### config.mk
export PLATFORM = sky130hd
export DESIGN_NAME = vga_score_renderer
export DESIGN_NICKNAME = d
export VERILOG_FILES = /design/src/rtl/vga_score_pkg.sv /design/src/rtl/seg7_decode.sv /design/src/rtl/vga_score_renderer.sv
export SDC_FILE = /design/constraint.sdc
export NUM_CORES = 1
export LEC_CHECK = 0
export ABC_AREA = 1
export BUFFER_PORTS_ARGS = -buffer_cell sky130_fd_sc_hd__buf_4
export CORE_MARGIN = 1.5
export CORE_UTILIZATION = 58
export CTS_CLUSTER_DIAMETER = 120
export DETAILED_ROUTE_END_ITERATION = 7
export HOLD_SLACK_MARGIN = 0.02
export PLACE_DENSITY = 0.81
export SLEW_MARGIN = 20
export SYNTH_ARGS = -nofsm -noshare
export SYNTH_HDL_FRONTEND = slang
export SYNTH_SLANG_ARGS = --single-unit
### constraint.sdc
create_clock -name clk -period 2.76 [get_ports clk]
set_clock_uncertainty 0.15 [all_clocks]
set_input_delay 0.276 -clock clk [delete_from_list [all_inputs] [get_ports clk]]
set_output_delay 0.276 -clock clk [all_outputs]
set_load 0.1 [all_outputs]
### src/rtl/vga_score_pkg.sv
// Shared types and constants for the score renderer: segment masks, glyph ROM, colours.
package vga_score_pkg;

  // Segment mask, bit 0 = a .. bit 6 = g.
  typedef logic [6:0] seg_mask_t;

  // 12-bit RGB pixel, {red, green, blue}.
  typedef logic [11:0] rgb_t;

  localparam rgb_t C_BLACK = 12'h000;
  localparam rgb_t C_WHITE = 12'hfff;
  localparam rgb_t C_FLASH = 12'hff0;

  // Seven-segment glyphs for 0-9; codes 10-15 are drawn blank.
  localparam seg_mask_t GLYPHS [16] = '{
    7'h3f, 7'h06, 7'h5b, 7'h4f, 7'h66, 7'h6d, 7'h7d, 7'h07,
    7'h7f, 7'h6f, 7'h00, 7'h00, 7'h00, 7'h00, 7'h00, 7'h00
  };

  // Top-band palette indexed by player-0 LSD; entries 7-15 fall back to black.
  localparam rgb_t BAND_PALETTE [8] = '{
    12'hfff, 12'h00f, 12'h0f0, 12'hf00, 12'h0ff, 12'hf0f, 12'hff0, 12'h000
  };

  function automatic rgb_t band_colour(input logic [3:0] nib);
    return (nib < 4'd7) ? BAND_PALETTE[nib[2:0]] : C_BLACK;
  endfunction

endpackage

### src/rtl/seg7_decode.sv
// Combinational BCD to seven-segment decoder with a blank override.
module seg7_decode
  import vga_score_pkg::*;
(
  input  logic [3:0] digit_i,
  input  logic       blank_i,
  output seg_mask_t  seg_o
);

  // Blanking forces every segment off regardless of the digit value.
  always_comb begin
    seg_o = blank_i ? 7'h00 : GLYPHS[digit_i];
  end

endmodule

### src/rtl/vga_score_renderer.sv
// Two-player multi-digit score renderer with a score-coloured top band.
// Scores are latched on the vsync falling edge; pixel pipeline is two cycles deep.
// Optional macro SCORE_FLASH_EN: digits flash ff0/fff for 48 frames after a score change.
module vga_score_renderer
  import vga_score_pkg::*;
#(
  parameter int unsigned N_DIGITS = 2,
  parameter int unsigned BAND_H   = 190,
  parameter int unsigned X0       = 140,
  parameter int unsigned X1       = 340,
  parameter int unsigned Y0       = 200,
  parameter int unsigned SEG_W    = 50,
  parameter int unsigned SEG_T    = 10,
  parameter int unsigned SEG_L    = 30,
  parameter int unsigned DIG_GAP  = 10,
  parameter int unsigned LZ_BLANK = 1
) (
  input  logic                  clk,
  input  logic                  rst,
  input  logic [9:0]            h_cnt,
  input  logic [9:0]            v_cnt,
  input  logic                  valid,
  input  logic                  vsync,
  input  logic [4*N_DIGITS-1:0] score0,
  input  logic [4*N_DIGITS-1:0] score1,
  output logic [3:0]            vgaRed,
  output logic [3:0]            vgaGreen,
  output logic [3:0]            vgaBlue
);

  localparam int unsigned DIG_H = 3 * SEG_T + 2 * SEG_L;
  localparam int unsigned PITCH = SEG_W + DIG_GAP;

  // ---------------- frame latch ----------------
  logic                  vsync_q;
  logic [4*N_DIGITS-1:0] shadow0_q, shadow0_d, shadow1_q, shadow1_d;
  logic                  vs_fall;

  // Capture new scores only on the vsync falling edge to avoid tearing.
  always_comb begin
    vs_fall   = vsync_q & ~vsync;
    shadow0_d = vs_fall ? score0 : shadow0_q;
    shadow1_d = vs_fall ? score1 : shadow1_q;
  end

  // Frame-latch state.
  always_ff @(posedge clk or posedge rst) begin
    if (rst) begin
      vsync_q   <= 1'b1;
      shadow0_q <= '0;
      shadow1_q <= '0;
    end else begin
      vsync_q   <= vsync;
      shadow0_q <= shadow0_d;
      shadow1_q <= shadow1_d;
    end
  end

`ifdef SCORE_FLASH_EN
  logic [5:0] flash0_q, flash0_d, flash1_q, flash1_d;
  logic [1:0] flash_on;

  // Reload on a latched change, otherwise count frames down to zero.
  always_comb begin
    flash0_d = flash0_q;
    flash1_d = flash1_q;
    if (vs_fall) begin
      if (score0 != shadow0_q)    flash0_d = 6'd48;
      else if (flash0_q != 6'd0)  flash0_d = flash0_q - 6'd1;
      if (score1 != shadow1_q)    flash1_d = 6'd48;
      else if (flash1_q != 6'd0)  flash1_d = flash1_q - 6'd1;
    end
    flash_on = {(flash1_q != 6'd0) && flash1_q[3], (flash0_q != 6'd0) && flash0_q[3]};
  end

  // Flash counters.
  always_ff @(posedge clk or posedge rst) begin
    if (rst) begin
      flash0_q <= '0;
      flash1_q <= '0;
    end else begin
      flash0_q <= flash0_d;
      flash1_q <= flash1_d;
    end
  end
`endif

  // ---------------- stage 1: region classification ----------------
  logic       s1_valid_q, s1_valid_d, s1_band_q, s1_band_d, s1_hit_q, s1_hit_d;
  logic       s1_player_q, s1_player_d;
  logic [1:0] s1_dig_q, s1_dig_d;
  logic [9:0] s1_lx_q, s1_lx_d, s1_ly_q, s1_ly_d;

  // Find the digit cell under the beam; player 0 is searched first so it wins overlaps.
  always_comb begin
    int unsigned hx, vy, xs;
    hx          = 32'(h_cnt);
    vy          = 32'(v_cnt);
    xs          = 0;
    s1_valid_d  = valid;
    s1_band_d   = vy < BAND_H;
    s1_hit_d    = 1'b0;
    s1_player_d = 1'b0;
    s1_dig_d    = '0;
    s1_lx_d     = '0;
    s1_ly_d     = '0;
    if (vy >= Y0 && vy < Y0 + DIG_H) begin
      s1_ly_d = 10'(vy - Y0);
      for (int unsigned p = 0; p < 2; p++) begin
        for (int unsigned k = 0; k < N_DIGITS; k++) begin
          xs = ((p == 0) ? X0 : X1) + k * PITCH;
          if (!s1_hit_d && hx >= xs && hx < xs + SEG_W) begin
            s1_hit_d    = 1'b1;
            s1_player_d = (p != 0);
            s1_dig_d    = 2'(k);
            s1_lx_d     = 10'(hx - xs);
          end
        end
      end
    end
  end

  // Stage-1 pipeline registers.
  always_ff @(posedge clk or posedge rst) begin
    if (rst) begin
      s1_valid_q  <= 1'b0;
      s1_band_q   <= 1'b0;
      s1_hit_q    <= 1'b0;
      s1_player_q <= 1'b0;
      s1_dig_q    <= '0;
      s1_lx_q     <= '0;
      s1_ly_q     <= '0;
    end else begin
      s1_valid_q  <= s1_valid_d;
      s1_band_q   <= s1_band_d;
      s1_hit_q    <= s1_hit_d;
      s1_player_q <= s1_player_d;
      s1_dig_q    <= s1_dig_d;
      s1_lx_q     <= s1_lx_d;
      s1_ly_q     <= s1_ly_d;
    end
  end

  // ---------------- stage 2: segment lookup and colour ----------------
  // Cell k (k = 0 leftmost) is blanked while it and all cells left of it are zero; LSD never.
  function automatic logic [N_DIGITS-1:0] lz_mask(input logic [4*N_DIGITS-1:0] s);
    logic all_zero;
    lz_mask  = '0;
    all_zero = 1'b1;
    for (int unsigned k = 0; k + 1 < N_DIGITS; k++) begin
      all_zero   = all_zero && (s[4*(N_DIGITS-1-k) +: 4] == 4'd0);
      lz_mask[k] = all_zero && (LZ_BLANK != 0);
    end
  endfunction

  logic [N_DIGITS-1:0] blank0, blank1;
  logic [3:0]          nib0, nib1;
  logic                bl0, bl1;
  seg_mask_t           mask0, mask1;

  // Pick the nibble and blank flag of the addressed cell for each player lane.
  always_comb begin
    blank0 = lz_mask(shadow0_q);
    blank1 = lz_mask(shadow1_q);
    nib0   = '0;
    nib1   = '0;
    bl0    = 1'b0;
    bl1    = 1'b0;
    for (int unsigned k = 0; k < N_DIGITS; k++) begin
      if (32'(s1_dig_q) == k) begin
        nib0 = shadow0_q[4*(N_DIGITS-1-k) +: 4];
        nib1 = shadow1_q[4*(N_DIGITS-1-k) +: 4];
        bl0  = blank0[k];
        bl1  = blank1[k];
      end
    end
  end

  seg7_decode u_dec0 (.digit_i(nib0), .blank_i(bl0), .seg_o(mask0));
  seg7_decode u_dec1 (.digit_i(nib1), .blank_i(bl1), .seg_o(mask1));

  seg_mask_t region;
  rgb_t      digit_colour, rgb_d, rgb_q;

  // Segment geometry; corners fall inside the horizontal bars only.
  always_comb begin
    int unsigned lx, ly;
    lx        = 32'(s1_lx_q);
    ly        = 32'(s1_ly_q);
    region[0] = ly < SEG_T;
    region[1] = lx >= SEG_W - SEG_T && ly >= SEG_T && ly < SEG_T + SEG_L;
    region[2] = lx >= SEG_W - SEG_T && ly >= 2 * SEG_T + SEG_L && ly < 2 * SEG_T + 2 * SEG_L;
    region[3] = ly >= 2 * SEG_T + 2 * SEG_L;
    region[4] = lx < SEG_T && ly >= 2 * SEG_T + SEG_L && ly < 2 * SEG_T + 2 * SEG_L;
    region[5] = lx < SEG_T && ly >= SEG_T && ly < SEG_T + SEG_L;
    region[6] = ly >= SEG_T + SEG_L && ly < 2 * SEG_T + SEG_L;
`ifdef SCORE_FLASH_EN
    digit_colour = flash_on[s1_player_q] ? C_FLASH : C_WHITE;
`else
    digit_colour = C_WHITE;
`endif
    rgb_d = C_BLACK;
    if (!s1_valid_q) begin
      rgb_d = C_BLACK;
    end else if (s1_band_q) begin
      rgb_d = band_colour(shadow0_q[3:0]);
    end else if (s1_hit_q && |((s1_player_q ? mask1 : mask0) & region)) begin
      rgb_d = digit_colour;
    end
  end

  // Registered RGB output.
  always_ff @(posedge clk or posedge rst) begin
    if (rst) rgb_q <= C_BLACK;
    else     rgb_q <= rgb_d;
  end

  assign vgaRed   = rgb_q[11:8];
  assign vgaGreen = rgb_q[7:4];
  assign vgaBlue  = rgb_q[3:0];

endmodule

==> Word-level counts from Yosys, hierarchy flattened <==
Memory sizes are Yosys's and may differ from the RTL's.
Cells that the tools add are included.
{ "totals": {"elab_cells": 118, "mem_count": 3, "inputBits": 40, "rom_bits": 320, "ff_bits": 55} }
{ "classes": {"n_addsub": 5, "reduce_logical": 25, "bitwise_logic": 6, "n_eq_ne": 1, "mux": 42, "magnitude_cmp": 25} }
{ "mem_list": {"columns": ["name", "words", "word_bits", "read_ports", "rd_clocked_by_memory_dff", "write_ports", "line_no", "rtl"], "rows": [
  ["(no name shown)", 16, 7, 1, 0, 0, "seg7_decode.sv:12", "seg_o = blank_i ? 7'h00 : GLYPHS[digit_i];"],
  ["(no name shown)", 16, 7, 1, 0, 0, "seg7_decode.sv:12", null],
  ["(no name shown)", 8, 12, 1, 0, 0, "vga_score_pkg.sv:26", "return (nib < 4'd7) ? BAND_PALETTE[nib[2:0]] : C_BLACK;"]
]} }
{ "op_table": {"columns": ["op", "count"], "rows": [
  ["2-to-1 mux 12 bit", 6],
  ["2-to-1 mux 10 bit", 6],
  ["2-to-1 mux 7 bit", 7],
  [">= comparator 10 x 6 -> 1 bit (second input constant)", 3],
  [">= comparator 10 x 8 -> 1 bit (second input constant)", 3],
  ["< comparator 10 x 8 -> 1 bit (second input constant)", 3],
  ["< comparator 10 x 9 -> 1 bit (second input constant)", 3],
  ["subtractor 10 x 8 -> 10 bit (second input constant)", 3],
  [">= comparator 10 x 9 -> 1 bit (second input constant)", 2],
  ["< comparator 10 x 4 -> 1 bit (second input constant)", 2],
  ["< comparator 10 x 6 -> 1 bit (second input constant)", 2],
  ["subtractor 10 x 9 -> 10 bit (second input constant)", 2],
  ["logical AND 1 bit", 18],
  ["2-to-1 mux 1 bit", 16],
  ["2-to-1 mux 4 bit", 4],
  [">= comparator 10 x 4 -> 1 bit (second input constant)", 1],
  [">= comparator 10 x 7 -> 1 bit (second input constant)", 1],
  [">= comparator 5 bit (second input constant)", 2],
  ["< comparator 10 x 7 -> 1 bit (second input constant)", 1],
  ["inverter 4 -> 5 bit", 2],
  ["zero test 4 bit", 2],
  ["bitwise AND 7 bit", 1],
  ["OR reduction 7 bit", 1],
  ["2-to-1 mux 2 bit", 3],
  ["other kinds (8)", 10]
]} }

==> Depth between registers and ports, before layout <==
{ "logic_depth": {"ltp_word": 19, "depth_mapped": 17} }

==> Hierarchy <==
A second synthesis with hierarchy kept.
{ "unflattened": {"cells_unflattened": 482, "hier_area_um2": 3423.3} }
{ "by_module_without_submodules": {"columns": ["module", "seq_area_each_um2", "cells_each", "area_each_um2", "n_inst"], "rows": [
  ["vga_score_renderer", 1077.3, 410, 3042.9, 1],
  ["seg7_decode", 0.0, 36, 190.2, 2]
]} }

==> Worst setup path before layout <==
OpenSTA, ideal clock, no wires.
{ "synth_timing": {"kind": "flip-flop to flip-flop", "from": "register s1_dig_q[0]", "to": "register rgb_q[10]", "required_time_ns": 2.533, "path_stages_with_launch": 15, "setup_slack_ns": 0.825, "setup_time_ns": 0.077, "path_buffers": 1, "arrival_ns": 1.708, "path_cell_list": "dfrtp_1 -> inv_2 -> buf_6 -> nand2_1 -> nand2_1 -> inv_1 -> ha_1 -> nand3b_1 -> nand3_1 -> nand3_1 -> a21oi_1 -> nor2_1 -> nand2_1 -> nand2_1 -> a21oi_1"} }
{ "synth_between": {"elab_chain_len": 15, "word_cells_on_any_way": 27} }
{ "synth_lines": {"columns": ["item", "line_no", "rtl"], "rows": [
  ["from (decl)", "vga_score_renderer.sv:91", "logic [1:0] s1_dig_q, s1_dig_d;"],
  ["from (signal assigned)", "vga_score_renderer.sv:138", "s1_dig_q <= s1_dig_d;"],
  ["zero test 2 bit", "vga_score_renderer.sv:170", "if (32'(s1_dig_q) == k) begin"],
  ["2-to-1 mux 4 bit (2 in a row)", "vga_score_renderer.sv:170", null],
  ["inverter 4 -> 5 bit (implied by the code)", "seg7_decode.sv:12", null],
  ["memory read (16 x 7 bit)", null, null],
  ["2-to-1 mux 7 bit (implied by the code) (2 in a row)", "seg7_decode.sv:12", null],
  ["2-to-1 mux 7 bit", "seg7_decode.sv:12", null],
  ["2-to-1 mux 7 bit (*)", "vga_score_renderer.sv:207", "end else if (s1_hit_q && |((s1_player_q ? mask1 : mask0) & region)) begin"],
  ["bitwise AND 7 bit (*)", "vga_score_renderer.sv:207", null],
  ["OR reduction 7 bit (*)", "vga_score_renderer.sv:207", null],
  ["logical AND 1 bit (*)", "vga_score_renderer.sv:207", null],
  ["2-to-1 mux 12 bit (*)", "vga_score_renderer.sv:207", null],
  ["2-to-1 mux 12 bit (*)", "vga_score_renderer.sv:205", "end else if (s1_band_q) begin"],
  ["2-to-1 mux 12 bit (*)", "vga_score_renderer.sv:203", "if (!s1_valid_q) begin"],
  ["named net rgb_d[10]", "vga_score_renderer.sv:183", "rgb_t digit_colour, rgb_d, rgb_q;"],
  ["to (signal assigned)", "vga_score_renderer.sv:215", "else rgb_q <= rgb_d;"],
  ["to (decl)", "vga_score_renderer.sv:183", null]
]} }
The timed path passes the listed nets; every way through them passes the cells marked *. The select of a mux whose other input is x is not followed.
A chain may end at the register's enable or synchronous reset.

==> Final worst setup path <==
{ "layout_timing": {"from": "register s1_dig_q[0]", "to": "register rgb_q[3]"} }
{ "layout_between": {"elab_chain_len": 15, "word_cells_on_any_way": 27} }
{ "layout_lines": {"columns": ["item", "line_no"], "rows": [
  ["zero test 2 bit", "vga_score_renderer.sv:170"],
  ["2-to-1 mux 4 bit (2 in a row)", "vga_score_renderer.sv:170"],
  ["inverter 4 -> 5 bit (implied by the code)", "seg7_decode.sv:12"],
  ["memory read (16 x 7 bit)", null],
  ["2-to-1 mux 7 bit (implied by the code) (2 in a row)", "seg7_decode.sv:12"],
  ["2-to-1 mux 7 bit", "seg7_decode.sv:12"],
  ["2-to-1 mux 7 bit (*)", "vga_score_renderer.sv:207"],
  ["bitwise AND 7 bit (*)", "vga_score_renderer.sv:207"],
  ["OR reduction 7 bit (*)", "vga_score_renderer.sv:207"],
  ["logical AND 1 bit (*)", "vga_score_renderer.sv:207"],
  ["2-to-1 mux 12 bit (*)", "vga_score_renderer.sv:207"],
  ["2-to-1 mux 12 bit (*)", "vga_score_renderer.sv:205"],
  ["2-to-1 mux 12 bit (*)", "vga_score_renderer.sv:203"]
]} }
Every way passes the cells marked *; elsewhere a longest branch is shown, timed or not. The select of a mux whose other input is x is not followed.

==> impl_metrics.yaml <==
status:
  status: "finished, final reports clean"
setup_path:
  startpoint_type: "register"
  cp-end-kind: "register"
  cpPeakStageDelay_ns: 0.54
  crit_type: "reg -> reg"
  cpLargestDelayFamily: "simple AND/OR/NAND/NOR gates"
  cp_num_buf_inv: 2
  arrival_ns: 2.49
  crit_slowest_cell: "dfrtp_1"
  crit_top_cell: "nand2_1"
  cp_data_required_time_ns: 2.83
  cp_max_fo: 14
  cp_cell_sequence: "inv_2 > nand2_1 > nand2_1 > inv_1 > ha_1 > nand3b_1 > nand3_1 > nand3_1 > a21oi_1 > nor2_1 > nand2_1 > nand2_1 > a21oi_1"
cts:
  clk_latency_ns: 0.29
  path_clk_slew_ns: 0.09
  clockBufferDepth: 2
  cts_max_level: 2
  numCtsBuffers: 5
  cts_root_buf: "clkbuf_8"
  post_cts_buffers: 0
  cts.sinks: 43
  cts_tree: "done"
sta:
  worst_pin_slew_ns: 0.9378
  period_minus_slack_ns: 2.419
  finalMaxSlewViolations: 0
  fmax_mhz: 413.4
  setup_violations: 0
  grt_setup_unrepaired: "false"
  hold_violations: 0
  fin_crit_sh: 0.8764
  slew_headroom: 0.3733
  tns_ns: 0
global_route:
  antenna_found_initial: 0
  grt_start_max_net_pins: 44
  grtUsageTotal: 0.2524
  grt_pass1_vias: 2983
  grt_first_pass_wirelength_um: 12660
  grt_overflow: 0
synth:
  synth_edf_count: 0
  synth-main-ff-cell: "dfrtp_1"
  synth-seq-cells: 43
  ys_seq_area_frac: 0.3194
  synthesis.area_mm2: 0.003373
  postSynthAreaPerCell_um2: 7.301
  async_reset_ff_frac: 1.000
  yosys_warnings: 0
  synthCells: 462
  syn-num-nets: 528
  synth.distinct_cells: 44
power_and_ir_drop:
  ir_worst_vdd_mv: 0.2580
  p_leak_uw: 0.002059
  p_per_area_mw_per_mm2: 432.8
  p_total_uw: 1686
drt:
  drtPass1Iterations: 5
  routed_via_density: 5.263
  antenna_left: 0
  wire_per_inst_um: 12.49
  num_vias: 3063
  drc_errors: 0
  dr.first_iter.drc_count: 181
  drt-total-wl_um: 7271
cells_and_area:
  regArea_mm2: 0.001077
  multi_input_area_mm2: 0.001924
  fillers: 494
  drive_gt1_frac: 0.2176
  num_antenna_cells: 0
  final_util: 0.6990
  most-common-layout-cells: "nand2_1 (81), nor2_1 (57), inv_1 (53)"
  area_delta_synth_final_pct: 15.50
  final_common_cell: "nand2_1"
  nNetsFinal: 575
floorplan:
  fp.dieW_um: 79.26
  row_count: 27
  fp.dieH_um: 79.26
  io_pins: 52
  start_util: 0.6052
  core_area_mm2: 0.005574
  die_area_mm2: 0.006282
place:
  hpwl_um: 5679
  io_buffers: 51
  place.gp.congestion: 0.9818
job:
  drv_cap: 0
hold_path:
  worstHoldPathType: "in -> reg"
==> final timing paths <==
kind                              startpoint      endpoint  slack (ns)  cells past startpoint
worst max register to register   s1_dig_q[0]      rgb_q[3]        0.34                     13
worst min-delay path                v_cnt[6]    s1_ly_q[6]        0.05                      2
worst min register to register  shadow1_q[0]  shadow1_q[0]        0.38                      2
worst max-delay path             s1_dig_q[0]      rgb_q[3]        0.34                     13
min in group asynchronous                rst      rgb_q[7]        0.52                      4
max in group asynchronous                rst       vsync_q        1.56                      4
==> state kept, by name, indices dropped and copies added, names as in the netlist <==
register	count
s1_lx_q	9
s1_ly_q	9
s1_band_q	1
shadow1_q	8
s1_player_q	1
s1_dig_q	1
shadow0_q	8
s1_hit_q	1
s1_valid_q	1
vsync_q	1
rgb_q	3
==> synthesized netlist by cell type, drive strengths merged (2+ instances only) <==
cell type | count | area (um2)
a21oi | 32 | 167.7
buf | 15 | 106.3
clkinv | 2 | 7.510
dfrtp | 42 | 1051
ha | 26 | 325.3
inv | 65 | 254.0
nand2 | 101 | 444.2
nand3 | 51 | 277.8
nand3b | 4 | 30.03
nand4 | 9 | 62.56
nor2 | 63 | 270.3
nor3 | 5 | 35.03
nor4 | 2 | 12.51
o21ai | 23 | 122.6
xor2 | 10 | 87.58
==> metal layers <==
metal | GRT usage | wire (um) | part of all wire
met5 | 0 | 0 | 0
met3 | 0.03103 | 189 | 0.026
met4 | 0.07895 | 100 | 0.014
met1 | 0.3030 | 3195 | 0.44
met2 | 0.4658 | 3785 | 0.52
==> power breakdown <==
part / total [uW] / internal [uW] / switching, uW
combinational: 507 / 178 / 328
clock: 487 / 269 / 218
sequential: 693 / 669 / 23.8
total: 1690 / 1120 / 570
==> through the flow <==
stage / instance area [um2] / std cells / hold WS, ns / worst slack, ns
floorplan: 3373 / 462 / 0.1305 / 0.8246
global placement: 3744 / 570 / 0.2363 / 0.4532
detailed placement: 3744 / 570 / 0.2368 / 0.3920
CTS: 3896 / 582 / 0.03458 / 0.3552
global route: 3896 / 582 / 0.04267 / 0.1145
finish: 3896 / 582 / 0.04554 / 0.3411
==> cell type report <==
class / instances / share of cell area
Timing Repair Buffer: 56 / 0.1105
Clock inverter: 3 / 0.01124
Sequential cell: 43 / 0.2765
Tap cell: 72 / 0.02312
Multi-Input combinational cell: 336 / 0.4939
Clock buffer: 5 / 0.01766
Inverter: 67 / 0.06712
==> repair_timing <==
action	CTS	global route
hold endpoints to repair	45	0
hold buffers	4	0
resized for setup	0	0
==> logic make-up after synthesis <==
kind of cell | count (synthesis) | share of synthesized area
XOR/XNOR | 11 | 0.02856
adder cells (fa/ha/maj) | 26 | 0.09644
buffers and inverters | 83 | 0.1102
AND/OR/NAND/NOR | 236 | 0.3375
AO/OA/AOI/OAI | 63 | 0.1079
flip-flops | 43 | 0.3194
Power figures use the tool's default switching activity.
